===== config.mk =====
export PLATFORM = sky130hd
export DESIGN_NAME = sys_ctrl_tx_mb
export DESIGN_NICKNAME = d
export VERILOG_FILES = /design/src/rtl/sys_ctrl_tx_mb.sv
export SDC_FILE = /design/constraint.sdc
export NUM_CORES = 1
export LEC_CHECK = 0
export CAP_MARGIN = 20
export CELL_PAD_IN_SITES_DETAIL_PLACEMENT = 0
export CELL_PAD_IN_SITES_GLOBAL_PLACEMENT = 1
export CORE_ASPECT_RATIO = 0.75
export CORE_MARGIN = 5
export CORE_UTILIZATION = 43
export DETAILED_ROUTE_END_ITERATION = 12
export PLACE_DENSITY = 0.87
export SETUP_SLACK_MARGIN = 0.02
export SLEW_MARGIN = 20
export SYNTH_ARGS = -nofsm -noshare
export SYNTH_HDL_FRONTEND = slang
export SYNTH_SLANG_ARGS = --single-unit

===== constraint.sdc =====
create_clock -name CLK -period 2.7 [get_ports CLK]
set_input_delay 0.27 -clock CLK [delete_from_list [all_inputs] [get_ports CLK]]
set_output_delay 0.27 -clock CLK [all_outputs]
set_load 0.02 [all_outputs]

===== src/rtl/sys_ctrl_tx_mb.sv =====
// sys_ctrl_tx_mb: transmit-side response controller (REF_CLK domain).
// Serialises multi-byte ALU results or single register-file read bytes
// towards the UART TX data synchroniser. A response that arrives while a
// frame is in flight is parked in a one-entry pending buffer.
// Optional build macro: SYS_CTRL_TX_HDR_EN prefixes every frame with a
// header byte (HDR_ALU for ALU frames, HDR_MEM for memory frames).
module sys_ctrl_tx_mb #(
  parameter int                    DATA_WIDTH = 8,
  parameter int                    ALU_BYTES  = 2,
  parameter int                    ALU_WIDTH  = DATA_WIDTH * ALU_BYTES,
  parameter bit                    MSB_FIRST  = 1'b0,
  parameter logic [DATA_WIDTH-1:0] HDR_ALU    = 8'hA5,
  parameter logic [DATA_WIDTH-1:0] HDR_MEM    = 8'h5A
) (
  input  logic                  CLK,
  input  logic                  RST,
  input  logic [ALU_WIDTH-1:0]  ALU_OUT,
  input  logic                  OUT_Valid,
  input  logic [DATA_WIDTH-1:0] RdDATA,
  input  logic                  RdDATA_VLD,
  input  logic                  Busy,
  input  logic                  enable_pulse,
  output logic [DATA_WIDTH-1:0] TX_P_DATA,
  output logic                  TX_D_VLD,
  output logic                  CTRL_IDLE,
  output logic                  OVF
);

  // Counter must hold ALU_BYTES plus an optional header byte.
  localparam int CW = $clog2(ALU_BYTES + 2);

  localparam logic [1:0] S_IDLE = 2'd0;
  localparam logic [1:0] S_SEND = 2'd1;
  localparam logic [1:0] S_GAP  = 2'd2;

  logic [1:0]            r_state;
  logic [ALU_WIDTH-1:0]  r_shift;
  logic [CW-1:0]         r_cnt;
  logic [DATA_WIDTH-1:0] r_tx_data;
  logic                  r_tx_vld;
  logic                  r_ctrl_idle;
  logic                  r_ovf;
  logic                  r_pend_vld;
  logic                  r_pend_alu;
  logic [ALU_WIDTH-1:0]  r_pend_data;

  logic [1:0]            w_state_next;
  logic                  w_load_vld;
  logic                  w_load_alu;
  logic [ALU_WIDTH-1:0]  w_load_data;
  logic [ALU_WIDTH-1:0]  w_load_rev;
  logic [ALU_WIDTH-1:0]  w_load_ord;
  logic                  w_take_pend;
  logic                  w_store;
  logic                  w_store_alu;
  logic [ALU_WIDTH-1:0]  w_store_data;
  logic                  w_drop;
  logic                  w_alu_left;
  logic                  w_mem_left;
  logic                  w_pend_next;

  // Byte-reversed copy of the load word so the shift register always
  // emits its least-significant byte next, whatever the byte order.
  for (genvar gi = 0; gi < ALU_BYTES; gi++) begin : g_rev
    assign w_load_rev[gi*DATA_WIDTH +: DATA_WIDTH] =
      w_load_data[(ALU_BYTES-1-gi)*DATA_WIDTH +: DATA_WIDTH];
  end

  // Memory frames are a single byte, so only ALU frames are reordered.
  assign w_load_ord = (MSB_FIRST && w_load_alu) ? w_load_rev : w_load_data;

`ifndef SYS_CTRL_TX_HDR_EN
  // Header bytes only exist in the header build.
  logic w_unused_hdr;
  assign w_unused_hdr = ^{HDR_ALU, HDR_MEM};
`endif

  // Load selection (ALU > read byte > pending) and pending-buffer arbitration
  // for strobes that cannot be loaded straight away.
  always_comb begin
    w_load_vld   = 1'b0;
    w_load_alu   = 1'b0;
    w_load_data  = '0;
    w_take_pend  = 1'b0;
    w_store      = 1'b0;
    w_store_alu  = 1'b0;
    w_store_data = '0;
    w_drop       = 1'b0;
    w_alu_left   = OUT_Valid;
    w_mem_left   = RdDATA_VLD;
    if (r_state == S_IDLE) begin
      if (OUT_Valid) begin
        w_load_vld  = 1'b1;
        w_load_alu  = 1'b1;
        w_load_data = ALU_OUT;
        w_alu_left  = 1'b0;
      end else if (RdDATA_VLD) begin
        w_load_vld  = 1'b1;
        w_load_data = ALU_WIDTH'(RdDATA);
        w_mem_left  = 1'b0;
      end else if (r_pend_vld) begin
        w_load_vld  = 1'b1;
        w_load_alu  = r_pend_alu;
        w_load_data = r_pend_data;
        w_take_pend = 1'b1;
      end
    end
    // Leftovers never coincide with a pending load, so the buffer is free
    // exactly when r_pend_vld is low.
    if (w_alu_left) begin
      if (!r_pend_vld) begin
        w_store      = 1'b1;
        w_store_alu  = 1'b1;
        w_store_data = ALU_OUT;
      end else begin
        w_drop = 1'b1;
      end
      if (w_mem_left) w_drop = 1'b1;
    end else if (w_mem_left) begin
      if (!r_pend_vld) begin
        w_store      = 1'b1;
        w_store_data = ALU_WIDTH'(RdDATA);
      end else begin
        w_drop = 1'b1;
      end
    end
    w_pend_next = w_store ? 1'b1 : (w_take_pend ? 1'b0 : r_pend_vld);
  end

  // Next-state decode; GAP always lasts at least one cycle because the
  // transition out of it is only evaluated once GAP has been entered.
  always_comb begin
    w_state_next = r_state;
    case (r_state)
      S_IDLE:  if (w_load_vld) w_state_next = S_SEND;
      S_SEND:  if (enable_pulse) w_state_next = S_GAP;
      S_GAP:   if (!Busy) w_state_next = (r_cnt != '0) ? S_SEND : S_IDLE;
      default: w_state_next = S_IDLE;
    endcase
  end

  // Frame datapath: state, byte counter, shift register and TX byte/valid.
  always_ff @(posedge CLK or negedge RST) begin
    if (!RST) begin
      r_state   <= S_IDLE;
      r_shift   <= '0;
      r_cnt     <= '0;
      r_tx_data <= '0;
      r_tx_vld  <= 1'b0;
    end else begin
      r_state <= w_state_next;
      case (r_state)
        S_IDLE: begin
          if (w_load_vld) begin
            r_tx_vld <= 1'b1;
`ifdef SYS_CTRL_TX_HDR_EN
            r_tx_data <= w_load_alu ? HDR_ALU : HDR_MEM;
            r_shift   <= w_load_ord;
            r_cnt     <= w_load_alu ? CW'(ALU_BYTES + 1) : CW'(2);
`else
            r_tx_data <= w_load_ord[DATA_WIDTH-1:0];
            r_shift   <= w_load_ord >> DATA_WIDTH;
            r_cnt     <= w_load_alu ? CW'(ALU_BYTES) : CW'(1);
`endif
          end
        end
        S_SEND: begin
          if (enable_pulse) begin
            r_tx_vld <= 1'b0;
            r_cnt    <= r_cnt - CW'(1);
          end
        end
        S_GAP: begin
          if (!Busy && (r_cnt != '0)) begin
            r_tx_data <= r_shift[DATA_WIDTH-1:0];
            r_shift   <= r_shift >> DATA_WIDTH;
            r_tx_vld  <= 1'b1;
          end
        end
        default: r_tx_vld <= 1'b0;
      endcase
    end
  end

  // One-entry pending buffer: fills from a leftover strobe, frees on load.
  always_ff @(posedge CLK or negedge RST) begin
    if (!RST) begin
      r_pend_vld  <= 1'b0;
      r_pend_alu  <= 1'b0;
      r_pend_data <= '0;
    end else begin
      r_pend_vld <= w_pend_next;
      if (w_store) begin
        r_pend_alu  <= w_store_alu;
        r_pend_data <= w_store_data;
      end
    end
  end

  // Registered status flags: idle indication and drop pulse.
  always_ff @(posedge CLK or negedge RST) begin
    if (!RST) begin
      r_ctrl_idle <= 1'b1;
      r_ovf       <= 1'b0;
    end else begin
      r_ctrl_idle <= (w_state_next == S_IDLE) && !w_pend_next;
      r_ovf       <= w_drop;
    end
  end

  assign TX_P_DATA = r_tx_data;
  assign TX_D_VLD  = r_tx_vld;
  assign CTRL_IDLE = r_ctrl_idle;
  assign OVF       = r_ovf;

endmodule


==> flow_metrics.tcl, run 1 <==
set metrics [dict create \
    final_nets 275 \
    wirelength_um 4930 \
    grt.overflow.total 0 \
    area_growth_pct 21.8 \
    drt_iter0_markers 100 \
    dpl.hpwl_um 3380 \
    ant_nets 0 \
    hold_class "in2async" \
    viasPerCell 5.48 \
    fin_util_pct 53.4 \
    drv_slew 0 \
    cts_resized 0 \
    rr_startpoint "r_state[0]" \
    synth_seq_area_share_pct 48.4 \
    worst_pin_slew_ns 0.910 \
    rsz0062_at_grt "false" \
    firstDrtPassIters 4 \
    path_clk_slew_ns 0.08 \
    power.switching_mw 1.02 \
    die-area_mm2 0.00645 \
    startpoint "RdDATA_VLD" \
    seqPwrFrac_pct 39.8 \
    cp.arrival_ns 1.98 \
    timing.final.crit_share_pct 64.9 \
    grt_usage_pct 15.6 \
    pwr-share-clk_pct 14.2 \
    diodes 0 \
    synthCells 211 \
    end_kind "register" \
    cts_tree "yes" \
    synth_fp_nets 242 \
    vias 1671 \
    status "completed" \
    crit_end "TX_P_DATA[1]" \
    post_cts_buffers 0 \
    io_buffers 40 \
    grt_max_degree 42 \
    cts.sinks 41 \
    drive_above_1_share_pct 8.57 \
    grt_pass1_wl_um 8240 \
    crit_path_start_kind "input pin" \
    hold_ws_ns 0.118 \
    wire_per_inst_um 16.2 \
    final-setup-viol-count 0 \
    placed_cell_area_mm2 0.00250 \
    cp_max_fo 22 \
    route.detailed.drc 0 \
    swShare_pct 37.5 \
    critPathRequiredTime_ns 2.93 \
    die_h_um 70.8 \
    p_comb_share_pct 46.0 \
    r2r.worst_path.cells 4 \
    holdBufCountCts 0 \
    rrSetupSlack_ns 0.96 \
    rows 22 \
    htreeDepth 2 \
    critPathKind "in2reg" \
    first_global_vias 1617 \
    ys_async_sr_fraction_pct 100 \
    ir_drop_mv 0.453 \
    avgSynthCellArea_um2 10.1 \
    final_area_mm2 0.00258 \
    fmax_mhz 570 \
    synth_ff_type "dfrtp_1" \
    die_w_um 91.1 \
    clock_skew_ns 0.00872 \
    cts_buffers 5 \
    tns_ns 0 \
    insertion_delay_ns 0.29 \
    p_per_area_mw_per_mm2 1050 \
    yosysWarnings 0 \
    layout_min_cycle_time_ns 1.75 \
    start_util_pct 43.8 \
    max_slew_margin_pct 39.3 \
    yosys.cell_types.count 39 \
    internal_power_mw 1.70 \
    place_congestion 0.799 \
    synth_edf_count 0 \
    synth_area_mm2 0.00212 \
    p_leak_nw 1.12 \
    core_area_mm2 0.00484 \
    ys_seq_elements 41 \
    maxCapViolCount 0 \
    root_buffer "clkbuf_8" \
    antenna_found_initial 0 \
    finalHoldViolCount 0 \
    ctsLongestPathBuffers 2 \
    worstReg2RegEnd "r_pend_data[5]" \
    io_pins 41 \
]
-- worst max-delay path, cell delays in order --
cell	delay, ns
clkdlybuf4s50_1	0.43
buf_4	0.21
nor2b_1	0.50
a22oi_1	0.13
o21ai_0	0.27
a22o_1	0.17
-- power by group through the flow --
stage                     Combinational, mW  Clock [mW]  Sequential [mW]
after floorplan                       0.929           0             1.10
after global placement                 1.24           0             1.08
after detailed placement               1.26           0             1.09
after CTS                              1.26       0.399             1.08
after global routing                   1.39       0.423             1.12
final                                  1.25       0.385             1.08
-- worst min-delay path by stage --
stage          start              end  slack (ns)
5_1_grt          RST  r_pend_data[14]        0.20
2_1_floorplan    RST              OVF       -0.03
3_5_place_dp     RST         r_cnt[0]        0.47
6_report         RST         r_cnt[0]        0.12
3_3_place_gp     RST   r_pend_data[9]        0.46
4_1_cts          RST         TX_D_VLD        0.16
-- area by class of cell --
cell class                      count  area, µm²
Clock buffer                        8       80.1
Inverter                            4       15.0
Sequential cell                    41       1030
Tap cell                           60       75.1
Fill cell                         461       2260
Multi-Input combinational cell    146        947
Timing Repair Buffer               46        440
-- registers in the layout, indices dropped and copies added (netlist names), 2 cells and up --
name,cells
r_pend_data,16
r_shift,8
r_state,2
TX_P_DATA,8
r_cnt,2
-- kinds of logic after synthesis --
kind of cell               count (synthesis)  synth area share, %
DFF                                       41                 48.4
adders and majority gates                  2                 1.12
buffers and inverters                     24                 6.96
AOI/OAI and AO/OA                         81                 27.7
and+or+nand+nor                           63                 15.9
-- synth_stat cells (2+ instances only) --
library cell  count  area share, %
a22oi_1           8            2.8
inv_1             4           0.71
nor3b_1           8            2.8
a21oi_1          20            4.7
buf_2             3           0.71
buf_4             2           0.71
a221o_2           2            1.1
dfrtp_1          40             47
a22o_1           16            6.6
nor3_1            2           0.47
nor2_1           23            4.1
a221o_1           6            2.8
o31ai_1           8            2.8
nand2_1          10            1.8
a21o_1            2           0.71
o21ai_0          13            3.1
clkbuf_1         10            1.8
and3_1            8            2.4
nor2b_1           3           0.88
buf_6             4            2.1
-- metrics by stage --
step | cells | setup slack, ns | power [mW]
finish | 305 | 0.947 | 2.71
global route | 305 | 0.706 | 2.93
CTS | 305 | 0.939 | 2.74
detailed placement | 297 | 0.621 | 2.35
global placement | 297 | 0.632 | 2.32
floorplan | 211 | 1.14 | 2.02
-- layout by cell type, fill, tap and decap left out, types with 2 or more instances in the layout --
| cell | synthesis | routed |
|---|---|---|
| dfrtp_1 | 40 | 40 |
| a21oi_1 | 20 | 20 |
| a22oi_1 | 8 | 8 |
| and3_1 | 8 | 8 |
| o21ai_0 | 13 | 13 |
| a21o_1 | 2 | 2 |
| buf_4 | 2 | 6 |
| nor2b_1 | 3 | 3 |
| nor2_1 | 23 | 23 |
| nor3_1 | 2 | 2 |
| clkbuf_1 | 10 | 3 |
| a22o_1 | 16 | 16 |
| inv_1 | 4 | 4 |
| clkbuf_8 | 0 | 5 |
| nand2_1 | 10 | 10 |
| clkdlybuf4s50_1 | 0 | 39 |
| a221o_1 | 6 | 6 |
| nor3b_1 | 8 | 8 |
| a221o_2 | 2 | 2 |
| o31ai_1 | 8 | 8 |
-- metal layers --
metal / vias up / global-route usage (%) / share of wire [%]
met5: - / 0 / 0
met3: 2 / 3.93 / 7.4
met4: 0 / 2.44 / 0.16
li1: 839 / - / -
met2: 48 / 22.1 / 41
met1: 782 / 24.3 / 51
(Power assumes the default switching activity.)
==> inputs of run 2 (changes only) <==
CORE_UTILIZATION = 40   (was 43)
PLACE_DENSITY = 0.82   (was 0.87)
clock period = 1.8 ns   (was 2.7 ns; I/O delays follow)
==> run 2 against run 1 <==
Net effect:
- sequential share of layout area is 2.5 points lower
- die area rose by 6.5%
- cell area up 6.6%
- clock power rose by 88%
- register-to-register slack got worse by 0.83 ns
- non-clock buffer count increased by 11
- clock-buffer cell count down 3
- wire length up 7.0%
==> flow_metrics.tcl, run 2 (synthesis results as in run 1) <==
set metrics [dict create \
    diodes 0 \
    rr_startpoint "r_cnt[0]" \
    p_leak_nw 1.20 \
    cp_max_fo 22 \
    vias 1753 \
    cts.sinks 41 \
    timing.final.crit_share_pct 92.7 \
    cts_tree "yes" \
    io_pins 41 \
    grt_pass1_wl_um 8820 \
    io_buffers 40 \
    tns_ns 0 \
    ant_nets 0 \
    hold_class "in2async" \
    die_h_um 73.1 \
    end_kind "register" \
    antenna_found_initial 0 \
    die_w_um 94.1 \
    total_power_mw 4.43 \
    ctsLongestPathBuffers 2 \
    final_nets 286 \
    layout_min_cycle_time_ns 1.67 \
    layout_commonest_cell "dfrtp_1" \
    drt_iter0_markers 126 \
    final-setup-viol-count 0 \
    status "completed" \
    rows 23 \
    wirelength_um 5280 \
    die-area_mm2 0.00688 \
    critPathKind "reg2reg" \
    area_growth_pct 29.8 \
    drive_above_1_share_pct 13.3 \
    p_per_area_mw_per_mm2 1610 \
    core_area_mm2 0.00524 \
    start_util_pct 40.5 \
    route.detailed.drc 0 \
    grt_max_degree 35 \
    dpl.hpwl_um 3620 \
    cp.arrival_ns 1.86 \
    finalHoldViolCount 0 \
    wire_per_inst_um 16.0 \
    worst_pin_slew_ns 0.465 \
    insertion_delay_ns 0.29 \
    maxCapViolCount 0 \
    firstDrtPassIters 4 \
    startpoint "r_cnt[0]" \
    worstReg2RegEnd "r_shift[0]" \
    rrSetupSlack_ns 0.13 \
    htreeDepth 2 \
    max_slew_margin_pct 68.8 \
    grt.overflow.total 0 \
    first_global_vias 1746 \
    crit_path_start_kind "register" \
    ir_drop_mv 0.504 \
    fin_util_pct 52.6 \
    path_clk_slew_ns 0.08 \
    crit_end "r_shift[0]" \
    viasPerCell 5.31 \
    r2r.worst_path.cells 7 \
    cts_buffers 5 \
    top_register "r_pend_data" \
    rsz0062_at_grt "false" \
    clock_skew_ns 0.00902 \
    root_buffer "clkbuf_8" \
    final_cell_mix "dfrtp_1, clkdlybuf4s50_1, nor2_1, a21oi_1, a22o_1" \
    critPathRequiredTime_ns 2.00 \
    drv_slew 0 \
    place_congestion 0.800 \
    largest_reg_flops 16 \
    grt_usage_pct 16.4 \
    fmax_mhz 599 \
    post_cts_buffers 0 \
]
## run 2: repair_timing
action | 4_1_cts | 5_1_grt
hold buffers | 1 | 0
gates resized for setup | 1 | 0
setup endpoints to repair | 1 | 0
hold endpoints to repair | 16 | 0
## run 2: layer usage
layer | GRT usage, % | up-vias | wire length, µm
li1 | - | 864 | -
met1 | 24.6 | 842 | 2660
met2 | 23.8 | 41 | 2260
met3 | 4.23 | 6 | 303
met4 | 3.85 | 0 | 51
met5 | 0 | - | 0
## run 2: through the flow
| stage | worst slack (ns) | hold WS (ns) | instances | area, µm² |
|---|---|---|---|---|
| CTS | 0.135 | 0.366 | 330 | 2760 |
| global placement | -0.0682 | 0.135 | 322 | 2640 |
| finish | 0.131 | 0.348 | 330 | 2760 |
| floorplan | 0.241 | -0.116 | 211 | 2120 |
| global route | 0.0394 | 0.408 | 330 | 2760 |
| detailed placement | -0.0246 | 0.137 | 322 | 2640 |
## run 2: area by class of cell
class	count	area [µm²]
clock buffers	5	68.8
multi-input cells	146	952
inverters	4	15.0
flip-flops and latches	41	1030
well taps	75	93.8
repair buffers	57	563
clock inverters	2	35.0
fillers	494	2480
## run 2: worst min-delay path by stage
| stage | from | endpoint |
|---|---|---|
| 2_1_floorplan | RST | OVF |
| 3_3_place_gp | RST | r_pend_data[9] |
| 3_5_place_dp | RST | r_pend_data[11] |
| 4_1_cts | RST | TX_P_DATA[5] |
| 5_1_grt | RST | TX_P_DATA[5] |
| 6_report | RST | r_pend_data[13] |
## run 2: where the power goes
group          internal [mW]  switching, mW
sequential              1.34          0.242
combinational           1.09           1.04
clock                  0.403          0.322
## run 2: critical path: stages, from the launching register on
cell and delay, ns:
dfrtp_1 0.38, inv_1 0.05, ha_1 0.20, nor2_1 0.27
a2bb2oi_4 0.10, buf_12 0.17, buf_4 0.15, o31ai_1 0.24
